===== src/rtl/ofmap_drain.sv =====
// ofmap_drain: drains int32 psums from the GLB, requantises each to int8
// and streams them out packed four lanes per word with a byte keep mask.
// Ports: clk, rst (async, active high);
//   cmd    : start, opsum_baseaddr, num_words, shift, relu_en;
//   glb    : glb_re, glb_r_addr -> glb_r_data (one-cycle read latency);
//   stream : out_valid, out_ready, out_data, out_keep, out_last;
//   status : busy, done (one-cycle pulse at the end of a drain).
module ofmap_drain #(
  parameter int DATA_SIZE = 32
) (
  input  logic                 clk,
  input  logic                 rst,
  input  logic                 start,
  input  logic [31:0]          opsum_baseaddr,
  input  logic [15:0]          num_words,
  input  logic [4:0]           shift,
  input  logic                 relu_en,
  output logic [3:0]           glb_re,
  output logic [31:0]          glb_r_addr,
  input  logic [DATA_SIZE-1:0] glb_r_data,
  output logic                 out_valid,
  input  logic                 out_ready,
  output logic [DATA_SIZE-1:0] out_data,
  output logic [3:0]           out_keep,
  output logic                 out_last,
  output logic                 busy,
  output logic                 done
);

  typedef enum logic [2:0] {
    IDLE,
    READ,
    CAPTURE,
    OUT,
    FINISH
  } state_t;

  state_t state;
  state_t state_nx;

  logic [15:0]          idx;
  logic [DATA_SIZE-1:0] pack;
  logic [3:0]           keep;
  logic [1:0]           lane;
  logic                 last_psum;

  logic signed [32:0] q_ext;
  logic signed [32:0] q_rnd;
  logic signed [32:0] q_sum;
  logic signed [32:0] q_shf;
  logic [7:0]         q_byte;

  assign lane      = idx[1:0];
  assign last_psum = (idx + 16'd1) == num_words;

  // 33 bits keep x + 2^30 from overflowing before the shift.
  always_comb begin
    q_ext = {glb_r_data[31], glb_r_data[31:0]};
    q_rnd = '0;
    if (shift != 5'd0) begin
      q_rnd[shift - 5'd1] = 1'b1;
    end
    q_sum  = q_ext + q_rnd;
    q_shf  = q_sum >>> shift;
    q_byte = q_shf[7:0];
    if (relu_en && q_shf[32]) begin
      q_byte = 8'h00;
    end else if (q_shf > 33'sd127) begin
      q_byte = 8'h7f;
    end else if (q_shf < -33'sd128) begin
      q_byte = 8'h80;
    end
  end

  always_comb begin
    state_nx = state;
    unique case (state)
      IDLE: begin
        if (start) begin
          state_nx = (num_words != 16'd0) ? READ : FINISH;
        end
      end
      READ: begin
        state_nx = CAPTURE;
      end
      CAPTURE: begin
        if (lane == 2'd3 || last_psum) begin
          state_nx = OUT;
        end else begin
          state_nx = READ;
        end
      end
      OUT: begin
        if (out_ready) begin
          state_nx = out_last ? FINISH : READ;
        end
      end
      FINISH: begin
        state_nx = IDLE;
      end
      default: begin
        state_nx = IDLE;
      end
    endcase
  end

  always_ff @(posedge clk or posedge rst) begin
    if (rst) begin
      state <= IDLE;
      idx   <= '0;
      pack  <= '0;
      keep  <= '0;
    end else begin
      state <= state_nx;
      unique case (state)
        IDLE: begin
          if (start) begin
            idx <= '0;
          end
        end
        CAPTURE: begin
          pack[{lane, 3'b000} +: 8] <= q_byte;
          keep[lane]                <= 1'b1;
          idx                       <= idx + 16'd1;
        end
        OUT: begin
          if (out_ready) begin
            pack <= '0;
            keep <= '0;
          end
        end
        default: begin
        end
      endcase
    end
  end

  // Address wraps naturally in the 32-bit add.
  assign glb_re     = (state == READ) ? 4'hf : 4'h0;
  assign glb_r_addr = (state == READ)
                    ? opsum_baseaddr + {14'd0, idx, 2'b00}
                    : 32'd0;

  assign out_valid = (state == OUT);
  assign out_data  = pack;
  assign out_keep  = keep;
  assign out_last  = (state == OUT) && (idx == num_words);
  assign busy      = (state != IDLE);
  assign done      = (state == FINISH);

endmodule


===== config.mk =====
export PLATFORM = sky130hd
export DESIGN_NAME = ofmap_drain
export DESIGN_NICKNAME = d
export VERILOG_FILES = /design/src/rtl/ofmap_drain.sv
export SDC_FILE = /design/constraint.sdc
export NUM_CORES = 1
export LEC_CHECK = 0
export BUFFER_PORTS_ARGS = -buffer_cell sky130_fd_sc_hd__buf_2
export CELL_PAD_IN_SITES_DETAIL_PLACEMENT = 0
export CELL_PAD_IN_SITES_GLOBAL_PLACEMENT = 1
export CORE_MARGIN = 2
export CORE_UTILIZATION = 40
export CTS_CLUSTER_SIZE = 16
export DETAILED_ROUTE_END_ITERATION = 7
export GPL_TIMING_DRIVEN = 0
export PLACE_DENSITY = 0.92
export SETUP_SLACK_MARGIN = 0.4
export SYNTH_ARGS = -nofsm -noshare
export SYNTH_HDL_FRONTEND = slang
export SYNTH_SLANG_ARGS = --single-unit

===== constraint.sdc =====
create_clock -name clk -period 7.4 [get_ports clk]
set_input_delay 1.48 -clock clk [delete_from_list [all_inputs] [get_ports clk]]
set_output_delay 1.48 -clock clk [all_outputs]
set_load 0.01 [all_outputs]

==> results.yml, run 1 <==
run_status:
  status: "finished, final reports clean"
clock_tree:
  clkSlewWorstSetupHoldPaths_ns: 0.08
  clk_latency_ns: 0.31
  htreeDepth: 2
  cts_tree: "done"
  cts_sinks: 55
  ctsHoldBuffers: 0
  clockRootBuffer: "clkbuf_16"
  numCtsBuffers: 5
  clk_path_buf_depth: 2
timing:
  fin_skew_ns: 0.00827
  max-slew-margin-rel_pct: 54.2
  max_freq_mhz: 145
  fin_crit_ns: 6.90
  drv_slew: 0
  worst_slew_pin_slew_ns: 0.685
  finalSetupViolCount: 0
  finalSetupTns_ns: 0
  rsz0062_at_grt: "false"
  final-hold-violation-count: 0
  min_period_over_period_pct: 93.3
global_route:
  grt_usage_pct: 27.1
  grt_pass1_vias: 9677
  grt_pass1_wl_um: 52700
  grt_max_degree: 40
  antenna_found_initial: 0
  grt_remaining_overflow: 0
yosys:
  postSynthRegisterBits: 55
  yosysWarnings: 0
  synth-edff-count: 0
  yosysUniqueCellTypes: 96
  synth_area_mm2: 0.00904
  synth.net_count: 1413
  synthCells: 1265
  yosysSeqAreaShare_pct: 15.2
  syn_area_per_cell_um2: 7.15
  ys.flop_type: "dfrtp_1"
  async_flop_share_pct: 100
die:
  fp.coreArea_mm2: 0.0224
  die-area_mm2: 0.0238
  start_util_pct: 40.3
  num_rows: 55
  die_y_um: 154
  die_x_um: 154
  io-pin-count: 166
worst_setup_path:
  critPathBufInv: 6
  worstSetupPathType: "input port to flop"
  cp.arrival_ns: 7.09
  slowest_delay_ns: 0.47
  crit_path_start_kind: "input port"
  cp_max_fo: 10
  worst_setup_path_end_kind: "flop"
  crit_required_ns: 7.58
  cpMostUsedCell: "clkbuf_2"
  path_delay_family: "compound AO/OA/AOI/OAI gates"
  slowest_stage: "a2111o_1"
  crit_chain: "clkbuf_2 > clkbuf_4 > nand2_1 > clkbuf_2 > nor3_4 > ha_2 > inv_1 > fa_1 > nand2b_1 > a21o_4 > a21o_1 > a2111o_1 > and3_1 > clkbuf_1 > xor2_2 > o221ai_1 > and2_1 > a222oi_1 > o211ai_1 > o41ai_4 > buf_4 > o311a_2 > o21ai_1"
place:
  port_buffers: 163
  dp_hpwl_um: 27200
  gp_congestion: 1.01
drt:
  wirelength_um: 34300
  drc: 0
  drtIter0Drc: 947
  vias: 10900
  avgRoutedWirePerCell_um: 19.7
  avgViaCountPerCell: 6.24
  detail-route-antenna-nets: 0
  firstDrtPassIters: 6
finish:
  diodes: 0
  drive_above_1_share_pct: 23.1
  fin_nets: 1603
  area_delta_synth_final_pct: 21.6
power:
  power_mw: 1.69
  p_per_area_mw_per_mm2: 154
  p_leak_nw: 4.86
  vdd_drop_max_v: 0.000101
worst_hold_path:
  hold_class: "flop to flop"
job:
  cap_violations: 0
tightest hold or removal path: stages, from the launching register on:
cell	delay [ns]
dfrtp_1	0.34
nand2_1	0.05
o21ai_1	0.06
logic make-up after synthesis:
logic type               count (synthesis)  share of synthesized area (%)
adder cells (fa/ha/maj)                 58                           8.19
AND/OR/NAND/NOR                        499                           26.6
AO/OA/AOI/OAI                          430                           33.1
multiplexers                            31                           4.30
XOR/XNOR                                73                           7.15
other                                    1                         0.0415
flip-flops                              55                           15.2
buffers and inverters                  118                           5.30
stage by stage:
step	instances	cell area (um^2)	setup slack [ns]	hold slack, ns	utilization (%)
3_3_place_gp	1713	10200	-1.25	0.466	45.5
6_report	1741	11000	0.498	0.484	49.0
5_1_grt	1741	11000	0.329	0.512	49.0
3_5_place_dp	1714	10200	-1.41	0.472	45.6
4_1_cts	1729	10600	0.415	0.490	47.4
2_1_floorplan	1265	9040	0.439	0.499	-
synthesized netlist by cell type (all sizes together), types with 10 or more instances:
cell | n | share of area (%)
nand2 | 132 | 5.5
nor2 | 132 | 5.5
a21oi | 93 | 5.2
o21ai | 86 | 4.8
clkbuf | 63 | 2.6
ha | 56 | 7.7
dfrtp | 55 | 15
nand3 | 55 | 3.0
xnor2 | 42 | 4.2
nor3 | 40 | 2.2
inv | 34 | 1.4
a21o | 33 | 2.7
nand4 | 33 | 2.3
xor2 | 31 | 3.0
o211ai | 28 | 2.3
a31oi | 23 | 1.6
buf | 19 | 1.2
a211oi | 17 | 1.6
and2 | 16 | 1.1
mux2i | 16 | 1.8
and3 | 15 | 1.0
or3 | 15 | 1.0
a2111oi | 13 | 1.3
o21a | 13 | 1.1
nand2b | 12 | 0.83
nor4 | 12 | 0.90
o22ai | 11 | 0.83
o31ai | 11 | 0.91
a22o | 10 | 0.97
mux2 | 10 | 1.3
cell usage in the layout, fill, tap and decap left out, types with 29 or more instances in the layout:
| cell | count |
|---|---|
| a21o_1 | 31 |
| a21oi_1 | 84 |
| buf_2 | 174 |
| clkbuf_1 | 39 |
| dfrtp_1 | 55 |
| ha_1 | 55 |
| inv_1 | 33 |
| nand2_1 | 129 |
| nand3_1 | 53 |
| nand4_1 | 33 |
| nor2_1 | 129 |
| nor3_1 | 38 |
| o21ai_0 | 58 |
| xnor2_1 | 40 |
| xor2_1 | 29 |
layout make-up:
cell class,instances,area [um^2]
well taps,285,357
inverters,36,139
repair buffers,183,978
fillers,2266,11400
clock inverters,3,33.8
plain buffers,82,409
clock buffers,5,125
flip-flops and latches,55,1380
multi-input cells,1092,7580
path summary, 6_finish.rpt:
check	startpoint	endpoint	slack [ns]	depth (start not counted)
max	shift[0]	out_data[10]	0.50	23
min reg2reg	out_data[16]	out_data[16]	0.48	2
min	out_data[16]	out_data[16]	0.48	2
min in group asynchronous	rst	state[0]	1.17	2
max reg2reg	idx[1]	state[1]	4.73	8
max in group asynchronous	rst	out_data[22]	5.68	3
metal layers:
metal	global-route usage [%]	part of all wire, %
met5	0	0
met4	9.66	3.3
met3	2.55	7.8
met2	43.3	45
met1	38.1	44
state kept, by name, indices dropped and copies added, names as in the netlist:
signal	cells
state	3
out_keep	4
idx	16
out_data	32
power by group:
group / leakage [nW] / switching (mW) / total [mW] / internal (mW)
clock: 0.0772 / 0.121 / 0.252 / 0.131
combinational: 4.03 / 0.648 / 1.04 / 0.391
sequential: 0.753 / 0.0431 / 0.399 / 0.356
total: 4.86 / 0.813 / 1.69 / 0.878
timing repair:
action                                  4_1_cts  5_1_grt
buffers inserted                              7       12
gates resized for setup                      58       84
endpoints found under the setup margin       35       42
pin swaps                                     8       19
cloned                                        0        0
No activity file was read; power rests on OpenSTA's default activity.
==> run 2: changes to the inputs <==
--- a/config.mk
+++ b/config.mk
@@ -7,5 +7,5 @@
 export LEC_CHECK = 0
 export BUFFER_PORTS_ARGS = -buffer_cell sky130_fd_sc_hd__buf_2
-export CELL_PAD_IN_SITES_DETAIL_PLACEMENT = 0
+export CELL_PAD_IN_SITES_DETAIL_PLACEMENT = 1
 export CELL_PAD_IN_SITES_GLOBAL_PLACEMENT = 1
 export CORE_MARGIN = 2
@@ -13,5 +13,4 @@
 export CTS_CLUSTER_SIZE = 16
 export DETAILED_ROUTE_END_ITERATION = 7
-export GPL_TIMING_DRIVEN = 0
 export PLACE_DENSITY = 0.92
 export SETUP_SLACK_MARGIN = 0.4
==> constraint.sdc (replaced) <==
create_clock -name clk -period 7.4 [get_ports clk]
set_input_delay 1.48 -clock clk [delete_from_list [all_inputs] [get_ports clk]]
set_output_delay 1.48 -clock clk [all_outputs]
set_load 0.005 [all_outputs]
==> results.yml, run 2 (synthesis results as in run 1) <==
global_route:
  grt_remaining_overflow: 0
  antenna_found_initial: 0
  grt_max_degree: 56
  grt_pass1_wl_um: 59500
  grt_pass1_vias: 11100
  grt_usage_pct: 30.5
place:
  gp_congestion: 1.07
  placed_cell_area_mm2: 0.0102
  place_ws_ns: 0.0343
  dp_hpwl_um: 29300
  port_buffers: 165
timing:
  fin_skew_ns: 0.00637
  min_period_over_period_pct: 92.7
  worst_slew_pin_slew_ns: 1.17
  rsz0062_at_grt: "true"
  finalSetupTns_ns: 0
  final-hold-violation-count: 0
  final.setup.worst_slack_ns: 0.539
  max_freq_mhz: 146
  drv_slew: 0
  max-slew-margin-rel_pct: 21.7
  finalSetupViolCount: 0
  fin_crit_ns: 6.86
power:
  p_leak_nw: 4.74
  combPwrFrac_pct: 58.2
  seq_power_share_pct: 26.2
  power_mw: 1.64
  vdd_drop_max_v: 0.000100
  p_per_area_mw_per_mm2: 155
  switching_share_pct: 48.5
  power_frac_clock_pct: 15.6
  power.internal_mw: 0.844
  switchingPower_mw: 0.796
die:
  io-pin-count: 166
  die_x_um: 154
  start_util_pct: 40.3
  die-area_mm2: 0.0238
  num_rows: 55
  die_y_um: 154
  fp.coreArea_mm2: 0.0224
drt:
  drtIter0Drc: 1361
  avgViaCountPerCell: 6.72
  detail-route-antenna-nets: 0
  vias: 11400
  drc: 0
  wirelength_um: 38400
  avgRoutedWirePerCell_um: 22.7
  firstDrtPassIters: 5
finish:
  largest_reg_flops: 32
  regArea_mm2: 0.00138
  final_cell_area_mm2: 0.0106
  area_delta_synth_final_pct: 16.7
  final_common_cell: "buf_2"
  diodes: 0
  drive_above_1_share_pct: 20.5
  layout_common_cells: "buf_2 (164), nor2_1 (132), nand2_1 (132), a21oi_1 (87), o21ai_0 (57)"
  multi_input_area_mm2: 0.00732
  nFillCells: 2879
  fin_nets: 1553
worst_setup_path:
  slowest_delay_ns: 0.53
  crit_chain: "buf_2 > inv_1 > buf_4 > nand2_1 > nor3_1 > ha_1 > a21oi_2 > o211ai_1 > a21oi_2 > buf_4 > o21ai_0 > xor2_2 > mux4_2 > a211oi_1 > a211o_1 > nand2_1 > nor4b_1 > a41oi_1 > o41ai_4 > buf_4 > and2_1 > o21ai_0"
  cp.arrival_ns: 7.03
  r2r_setup_slack_ns: 4.62
  worst_setup_path_end_kind: "flop"
  critPathBufInv: 5
  cp_max_fo: 21
  worstSetupPathType: "input port to flop"
  crit_path_start_kind: "input port"
  slowest_stage: "mux4_2"
  cpMostUsedCell: "buf_4"
  crit_required_ns: 7.57
  path_delay_family: "compound AO/OA/AOI/OAI gates"
clock_tree:
  clkSlewWorstSetupHoldPaths_ns: 0.08
  cts_sinks: 55
  htreeDepth: 2
  clockRootBuffer: "clkbuf_16"
  cts_tree: "done"
  clk_path_buf_depth: 2
  clk_latency_ns: 0.30
  numCtsBuffers: 5
worst_hold_path:
  hold_class: "flop to flop"
job:
  cap_violations: 0
run_status:
  status: "finished, final reports clean"
==> run 2: cell count changes in the layout (fill, tap and decap cells not counted), sizes merged <==
cell | before | now
clkinvlp | 1 | 2
buf | 205 | 213
clkbuf | 65 | 6
==> run 2: path summary, 6_finish.rpt <==
check / to / depth (start not counted) / startpoint
max reg2reg: out_data[1] / 6 / state[0]
max in group asynchronous: out_data[3] / 2 / rst
min reg2reg: out_data[9] / 2 / out_data[9]
min: out_data[9] / 2 / out_data[9]
max: out_data[1] / 22 / shift[3]
min in group asynchronous: out_keep[2] / 2 / rst
==> run 2: per-layer routing <==
metal | routed length, um | vias up | GRT usage (%)
met4 | 1890 | 0 | 14.3
met3 | 3510 | 187 | 4.03
met2 | 17600 | 709 | 50.1
met1 | 15500 | 5431 | 39.7
met5 | 0 | - | 0
li1 | - | 5039 | -
==> run 2: final cells by class <==
class / instances / area share, %
multi-input combinational: 1092 / 69.4
clock inverter: 3 / 0.296
inverter: 36 / 1.32
timing repair buffer: 214 / 11.3
tap: 285 / 3.38
sequential: 55 / 13.0
timing repair inverter: 1 / 0.0474
clock buffer: 5 / 1.19
==> run 2: per-stage QoR <==
stage	hold WS, ns	utilization, %	std cells
3_3_place_gp	0.467	45.5	1677
4_1_cts	0.500	46.2	1685
2_1_floorplan	0.473	-	1265
3_5_place_dp	0.483	45.5	1677
6_report	0.495	47.0	1691
5_1_grt	0.531	47.0	1691
==> run 2: repair_timing <==
action,CTS,global route
gates resized for setup,1,37
setup endpoints to repair,21,42
pin swaps,0,4
hold buffers,0,0
setup buffers,0,5
gates cloned,0,1
==> run 2: power groups by stage <==
stage | Sequential [mW] | Clock, mW | Combinational, mW
global placement | 0.427 | 0 | 0.858
finish | 0.430 | 0.256 | 0.954
detailed placement | 0.433 | 0 | 0.909
CTS | 0.428 | 0.254 | 0.918
global route | 0.438 | 0.267 | 1.04
floorplan | 0.398 | 0 | 0.608
==> run 2: worst register-to-register path: cells and delay by family (launching register included) <==
family	cells	cell delay, ns
and+or+nand+nor	4	1.52
DFF	1	0.47
AOI/OAI and AO/OA	2	0.70
==> run 3: changes to the inputs <==
- CORE_ASPECT_RATIO: default -> 1.25
- CORE_MARGIN: 2 -> default
==> results.yml, run 3 (synthesis results as in run 1) <==
die:
  die-area_mm2: 0.0232
  num_rows: 61
  io-pin-count: 166
  fp.coreArea_mm2: 0.0222
  die_x_um: 136
  die_y_um: 170
  start_util_pct: 40.7
clock_tree:
  ctsHoldBuffers: 0
  numCtsBuffers: 5
  cts_tree: "done"
  htreeDepth: 2
  clk_latency_ns: 0.31
  clockRootBuffer: "clkbuf_16"
  cts_sinks: 55
  clkSlewWorstSetupHoldPaths_ns: 0.07
  clk_path_buf_depth: 2
drt:
  avgRoutedWirePerCell_um: 22.5
  avgViaCountPerCell: 6.63
  drtIter0Drc: 989
  detail-route-antenna-nets: 0
  drc: 2
  wirelength_um: 37900
  firstDrtPassIters: 7
  vias: 11200
place:
  place_ws_ns: -0.0522
  placed_cell_area_mm2: 0.0102
  gp_congestion: 1.04
  dp_hpwl_um: 30000
  port_buffers: 165
  dp.cells: 1677
finish:
  multi_input_area_mm2: 0.00726
  regArea_mm2: 0.00138
  layout_common_cells: "buf_2 (165), nor2_1 (132), nand2_1 (131), a21oi_1 (89), o21ai_0 (63)"
  fin_nets: 1550
  nFillCells: 2881
  final_util_pct: 47.1
  largest_reg_flops: 32
  final_cell_area_mm2: 0.0105
  area_delta_synth_final_pct: 15.7
  diodes: 0
  drive_above_1_share_pct: 19.7
  stdcell_count: 1686
  final_common_cell: "buf_2"
power:
  power_frac_clock_pct: 15.9
  power.internal_mw: 0.848
  combPwrFrac_pct: 57.6
  seq_power_share_pct: 26.5
  switchingPower_mw: 0.786
  power_mw: 1.63
  switching_share_pct: 48.1
  vdd_drop_max_v: 0.000131
  p_per_area_mw_per_mm2: 156
  p_leak_nw: 4.71
worst_setup_path:
  crit_chain: "buf_2 > clkinv_1 > nand2_1 > buf_4 > nor3_1 > ha_1 > inv_1 > fa_1 > nand2b_1 > a21o_1 > a31oi_1 > a31oi_1 > xnor2_2 > mux4_2 > a211oi_1 > a211o_1 > nand2_1 > nor4b_1 > a41oi_1 > o41ai_4 > buf_4 > and2_1 > o21ai_1"
  timing.rr.end: "state[1]"
  crit_required_ns: 7.58
  slowest_delay_ns: 0.51
  worstSetupPathType: "input port to flop"
  cp_max_fo: 8
  worst_setup_path_end_kind: "flop"
  cp.arrival_ns: 6.99
  path_delay_family: "compound AO/OA/AOI/OAI gates"
  critPathBufInv: 5
  r2r_start: "idx[0]"
  crit_path_start_kind: "input port"
  rr_worst_depth: 8
  r2r_setup_slack_ns: 4.68
  slowest_stage: "mux4_2"
worst_hold_path:
  hold_class: "flop to flop"
  whs_path_depth: 2
  min-delay-start: "out_data[0]"
  whs_endpoint: "out_data[0]"
timing:
  whs_ns: 0.492
  fin_crit_ns: 6.81
  rsz0062_at_grt: "true"
  max_freq_mhz: 147
  finalSetupTns_ns: 0
  finalSetupViolCount: 0
  drv_slew: 0
  final.setup.worst_slack_ns: 0.591
  fin_skew_ns: 0.00857
  max-slew-margin-rel_pct: 21.0
  worst_slew_pin_slew_ns: 1.19
  final-hold-violation-count: 0
  min_period_over_period_pct: 92.0
job:
  cap_violations: 0
global_route:
  grt_remaining_overflow: 0
  use_met1_pct: 35.9
  grt_pass1_vias: 11400
  grt_max_degree: 56
  grtUsageMet2_pct: 56.7
  grt_pass1_wl_um: 60000
  grt_usage_pct: 32.4
  gr-usage-met3_pct: 4.50
  busiest_layer: "met2"
  antenna_found_initial: 0
run_status:
  violations: "DRC"
  status: "complete, but fails checks"
run 3: metal layers:
metal  up-vias  share of wire, %
met5         -                 0
met4         0               6.4
met3       180               6.5
met2       591                49
met1      5365                38
li1       5040                 -
run 3: area by class of cell:
| class | instances | share of cell area [%] |
|---|---|---|
| Multi-Input combinational cell | 1092 | 69.4 |
| Sequential cell | 55 | 13.2 |
| Timing Repair Buffer | 212 | 11.3 |
| Tap cell | 283 | 3.39 |
| Clock buffer | 6 | 1.33 |
| Inverter | 36 | 1.29 |
| Clock inverter | 2 | 0.179 |
run 3: power groups by stage:
stage	Sequential, mW	Clock [mW]	Combinational, mW
floorplan	0.398	0	0.608
global placement	0.430	0	0.870
detailed placement	0.436	0	0.909
CTS	0.431	0.259	0.920
global route	0.439	0.268	1.03
finish	0.433	0.259	0.941
run 3: worst max-delay path by stage:
stage | start | endpoint | slack [ns] | cells after the start
floorplan | shift[4] | out_data[11] | 0.44 | 22
global placement | shift[3] | out_data[3] | 0.19 | 18
detailed placement | shift[3] | out_data[11] | -0.05 | 18
CTS | shift[2] | out_data[20] | 0.42 | 21
global route | shift[2] | out_data[21] | 0.37 | 23
finish | shift[2] | out_data[20] | 0.59 | 23
run 3: repair_timing:
item	CTS	global route
setup endpoints to repair	28	42
pin swaps	0	2
gates resized for setup	2	19
gates cloned	0	0
buffers inserted	0	1
run 3: worst reg2reg max path, stage by stage (launching register included):
cell and delay, ns:
dfrtp_1 0.71, ha_1 0.39, and3_1 0.30, and2_1 0.23
nand3_1 0.14, xnor2_1 0.18, nor4_1 0.32, nand4b_1 0.16
o31ai_1 0.21
